[src/rtl/radix4_seq_ctrl_pkg.sv]
// Shared definitions for the radix-4 Booth sequencer:
// state encodings, Booth op bit positions and the default width.
package radix4_seq_ctrl_pkg;

    localparam int SIZE_DEFAULT = 16;

    typedef enum logic [1:0] {
        ST_IDLE = 2'd0,
        ST_LOAD = 2'd1,
        ST_CALC = 2'd2,
        ST_DONE = 2'd3
    } state_e;

    // Bit positions inside a packed Booth op {en, x2, neg}
    localparam int OP_EN  = 2;
    localparam int OP_X2  = 1;
    localparam int OP_NEG = 0;

    // Recode a {q[1], q[0], q[-1]} window into a Booth op
    function automatic logic [2:0] booth_op(input logic [2:0] w);
        logic [2:0] op;
        op = 3'b000;
        case (w)
            3'b001, 3'b010: op[OP_EN] = 1'b1;
            3'b011: begin
                op[OP_EN] = 1'b1;
                op[OP_X2] = 1'b1;
            end
            3'b100: begin
                op[OP_EN]  = 1'b1;
                op[OP_X2]  = 1'b1;
                op[OP_NEG] = 1'b1;
            end
            3'b101, 3'b110: begin
                op[OP_EN]  = 1'b1;
                op[OP_NEG] = 1'b1;
            end
            default: op = 3'b000;
        endcase
        return op;
    endfunction

endpackage

[src/rtl/radix4_seq_ctrl_booth_enc.sv]
// Combinational Booth recoder: multiplier window to
// partial-product enable / double / negate controls.
module booth_enc
    import radix4_seq_ctrl_pkg::*;
(
    input  logic [2:0] q_window_i,
    output logic       pp_en_o,
    output logic       pp_x2_o,
    output logic       pp_neg_o
);

    logic [2:0] op;

    assign op       = booth_op(q_window_i);
    assign pp_en_o  = op[OP_EN];
    assign pp_x2_o  = op[OP_X2];
    assign pp_neg_o = op[OP_NEG];

endmodule

[src/rtl/radix4_seq_ctrl.sv]
// Radix-4 Booth multiplier sequencer: start handshake,
// register strobes, SIZE/2 Booth iterations, done pulse.
module radix4_seq_ctrl
    import radix4_seq_ctrl_pkg::*;
#(
    parameter  int SIZE = SIZE_DEFAULT,
    localparam int ITER = SIZE / 2,
    localparam int CW   = (ITER > 1) ? $clog2(ITER) : 1
) (
    input  logic          clk,
    input  logic          rst,
    input  logic          start,
    input  logic [2:0]    q_window,
    output logic          ready,
    output logic          busy,
    output logic          ld_a,
    output logic          ld_q,
    output logic          clr_p,
    output logic          ld_p,
    output logic          shift,
    output logic          pp_en,
    output logic          pp_x2,
    output logic          pp_neg,
    output logic [CW-1:0] iter,
    output logic          done
);

    if ((SIZE % 2) != 0 || SIZE < 4) begin : g_bad_size
        $error("radix4_seq_ctrl: SIZE must be even and >= 4");
    end

    localparam logic [CW-1:0] LAST = CW'(ITER - 1);

    state_e        state_q;
    logic [CW-1:0] iter_q;
    logic          ready_q;
    logic          load_q;
    logic          calc_q;
    logic          done_q;

    logic          enc_en;
    logic          enc_x2;
    logic          enc_neg;

    // State, iteration counter and registered strobes for the next state
    always_ff @(posedge clk or negedge rst) begin
        if (!rst) begin
            state_q <= ST_IDLE;
            iter_q  <= '0;
            ready_q <= 1'b1;
            load_q  <= 1'b0;
            calc_q  <= 1'b0;
            done_q  <= 1'b0;
        end else begin
            unique case (state_q)
                ST_IDLE: begin
                    if (start) begin
                        state_q <= ST_LOAD;
                        ready_q <= 1'b0;
                        load_q  <= 1'b1;
                    end
                end
                ST_LOAD: begin
                    state_q <= ST_CALC;
                    iter_q  <= '0;
                    load_q  <= 1'b0;
                    calc_q  <= 1'b1;
                end
                ST_CALC: begin
                    if (iter_q == LAST) begin
                        state_q <= ST_DONE;
                        iter_q  <= '0;
                        calc_q  <= 1'b0;
                        done_q  <= 1'b1;
                    end else begin
                        iter_q <= iter_q + CW'(1);
                    end
                end
                ST_DONE: begin
                    state_q <= ST_IDLE;
                    done_q  <= 1'b0;
                    ready_q <= 1'b1;
                end
                default: begin
                    state_q <= ST_IDLE;
                    iter_q  <= '0;
                    ready_q <= 1'b1;
                    load_q  <= 1'b0;
                    calc_q  <= 1'b0;
                    done_q  <= 1'b0;
                end
            endcase
        end
    end

    booth_enc u_booth_enc (
        .q_window_i (q_window),
        .pp_en_o    (enc_en),
        .pp_x2_o    (enc_x2),
        .pp_neg_o   (enc_neg)
    );

    assign ready  = ready_q;
    assign busy   = ~ready_q;
    assign ld_a   = load_q;
    assign ld_q   = load_q;
    assign clr_p  = load_q;
    assign ld_p   = calc_q;
    assign shift  = calc_q;
    assign pp_en  = calc_q & enc_en;
    assign pp_x2  = calc_q & enc_x2;
    assign pp_neg = calc_q & enc_neg;
    assign iter   = iter_q;
    assign done   = done_q;

endmodule
[config.mk]
export PLATFORM = sky130hd
export DESIGN_NAME = radix4_seq_ctrl
export DESIGN_NICKNAME = d
export VERILOG_FILES = /design/src/rtl/radix4_seq_ctrl_pkg.sv /design/src/rtl/radix4_seq_ctrl_booth_enc.sv /design/src/rtl/radix4_seq_ctrl.sv
export SDC_FILE = /design/constraint.sdc
export NUM_CORES = 1
export LEC_CHECK = 0
export CORE_AREA = 4 4 41 43
export CTS_CLUSTER_DIAMETER = 50
export DETAILED_ROUTE_END_ITERATION = 8
export DIE_AREA = 0 0 45 47
export PLACE_DENSITY = 0.75
export SKIP_LAST_GASP = 1
export SYNTH_ARGS = -nofsm -noshare
export SYNTH_HDL_FRONTEND = slang
export SYNTH_SLANG_ARGS = --single-unit
[constraint.sdc]
create_clock -name clk -period 4.85 [get_ports clk]
set_clock_uncertainty 0.15 [all_clocks]
set_input_delay 0.97 -clock clk [delete_from_list [all_inputs] [get_ports clk]]
set_output_delay 0.97 -clock clk [all_outputs]
set_load 0.1 [all_outputs]
==> out/results.ini <==
[floorplan]
start_util = 0.423
die_outline_height_um = 47
die_w_um = 45
placeableCoreArea_um2 = 1300
top_level_ports = 20
die_area_um2 = 2120
std_cell_rows = 13

[clock_network]
postCtsSetupRepairBufs = 0
cts.hold.buffers_added = 0
tritoncts_num_sinks = 9
insertion_delay_ns = 0.25
cts_inserted_buffers = 3
cts.reportedPaths.clkPinSlew_ns = 0.06
tritoncts = done
cts.htree.levels = 1
clockBufferDepth = 2
cts_resized = 0
library_cell_used_as_clock_root_buffer = clkbuf_4

[worst_setup_path]
reg2reg_to = state_q[1]
cp-end-kind = output pin
crit_required_ns = 3.73
worst_path_largest_cell_delay_ns = 0.52
setup.worst_path.start_class = input pin
path_max_fanout = 5
path_delay_family = buffers and inverters
cp_slowest_cell = clkdlybuf4s50_1
critPathArrivalTime_ns = 2.12
crit_type = input pin to output pin
worst-r2r-setup-slack_ns = 3.20
timing.critical_path.buf_inv = 2
crit_chain = clkdlybuf4s50_1 -> nor3b_1 -> o21a_1 -> buf_4
reg2regPathDepth = 5
r2r_start = state_q[0]

[routing]
drt-pass1-iter-count = 3
routed_wire_length_on_met2_um = 531
detailroute.wirelength.met3_um = 89
dr_total_vias = 450
dr.max_layer_used = met4
wl_met1_um = 472
detail_route.wl_per_cell_um = 12.2
via_per_inst = 5.00
drt_first_iter_violations = 1
drt-total-wl_um = 1100
antenna_left = 0
drc_errors = 0

[place]
post-dp-hpwl_um = 891
finalWeightedCongestion = 0.703
port_buffers = 19
numPlacedInstances = 86
place_area_um2 = 729

[global_route]
wire_length_of_the_first_global_routing_pass_um = 1870
grt.total_usage = 0.127
overflow = 0
antenna_found_initial = 0
grt_start_max_net_pins = 10
grt_pass1_vias = 425

[yosys]
ys_async_rst_share = 1.00
post_synth_inst_count = 55
synth_most_common_cell = inv_1
synth.largest_area_cell = dfrtp_1
syn-cell-area_um2 = 551
number_of_nets_produced_by_synthesis = 67
synth.top_cells.by_area = dfrtp_1, ha_1, inv_1
number_of_synthesized_flops_with_an_enable_pin = 0
synth.top_cells.by_count = inv_1, dfrtp_1, ha_1
avgSynthCellArea_um2 = 10.0
netlist.area_leader.share = 0.364
yosys.cell_types.count = 21
post_synthesis_register_bit_count = 9
register_area_share_after_synthesis = 0.411
synth_warnings = 0
predominant_post_synthesis_flop_cell = dfrtp_1

[final_layout]
layout_area_overhead_pct = 37.3
final_cell_area_um2 = 756
sequential_cell_area_um2 = 226
post_route_cells_drive_above_1_share = 0.147
diodes = 0
fillerInstances = 131
multiInputGateArea_um2 = 264
post-route-util = 0.581
finalNetCount = 88
non_filler_cells_in_the_finished_layout = 90

[sta]
worst_slew_pin_slew_ns = 0.971
grt_setup_unrepaired = false
finalHoldViolCount = 0
count_of_final_setup_violators = 0
fin_setup_tns_ns = 0
clock.fmax_mhz = 309
worst_slew_margin_rel = 0.351
min_period_over_period = 0.668
layout_min_cycle_time_ns = 3.24
timing_max_transition_violations_final = 0

[hold_path]
min_delay_worst_endpoint = ready
hold_start = ready
timing.hold.worst_path_depth = 2
hp_class = flip-flop to flip-flop

[run]
maxCapViolations = 0

[run_status]
outcome = complete, no violations

[state kept, by name, summed over array words and instances (netlist names)]
name	count
clr_p	1
done	1
iter	3
ld_p	1
ready	1
state_q	2
[logic make-up (layout without fill, tap and decap cells)]
kind of cell / after synthesis / count (layout) / synth area share
muxes: 4 / 4 / 0.0818
AOI/OAI and AO/OA: 10 / 10 / 0.127
DFF: 9 / 9 / 0.411
adders and majority gates: 6 / 6 / 0.136
and+or+nand+nor: 13 / 13 / 0.134
buffers and inverters: 13 / 33 / 0.109
[final cells by class]
class,instances,share of cell area
repair buffers,19,0.242
flip-flops and latches,9,0.300
well taps,15,0.0248
multi-input cells,33,0.349
clock buffers,4,0.0348
inverters,10,0.0497
[worst max-delay path by stage]
stage / cells past startpoint / start / to
6_report: 4 / q_window[2] / pp_x2
5_1_grt: 4 / q_window[2] / pp_x2
4_1_cts: 4 / q_window[2] / pp_x2
3_5_place_dp: 4 / q_window[2] / pp_x2
3_3_place_gp: 4 / q_window[2] / pp_x2
2_1_floorplan: 2 / ld_p / pp_en
[layout by cell type, fill, tap and decap left out, types with 3 or more instances in the layout]
cell,n
nor2_1,3
mux2i_1,3
dfrtp_1,8
ha_1,6
o21ai_0,3
clkbuf_4,3
buf_4,3
nand3_1,3
inv_1,10
clkdlybuf4s50_1,16
[layer usage]
layer	global-route usage	vias to the layer above
met4	0.0702	0
met2	0.189	16
li1	-	223
met3	0.0421	2
met1	0.161	209
met5	0	-
[metrics by stage]
stage / setup WS (ns) / hold slack (ns)
6_report: 1.61 / 0.356
5_1_grt: 1.51 / 0.395
4_1_cts: 1.60 / 0.364
3_5_place_dp: 1.60 / 0.356
3_3_place_gp: 1.64 / 0.344
2_1_floorplan: 0.530 / 0.371
[tightest hold or removal path: cells and delay by family (launching register included)]
family / cells / cell delay [ns]
flops: 1 / 0.38
simple gates: 1 / 0.08
compound gates: 1 / 0.05
Power is not shown: default switching activity piles up to over one toggle a cycle in this logic, so the estimate is an artifact.
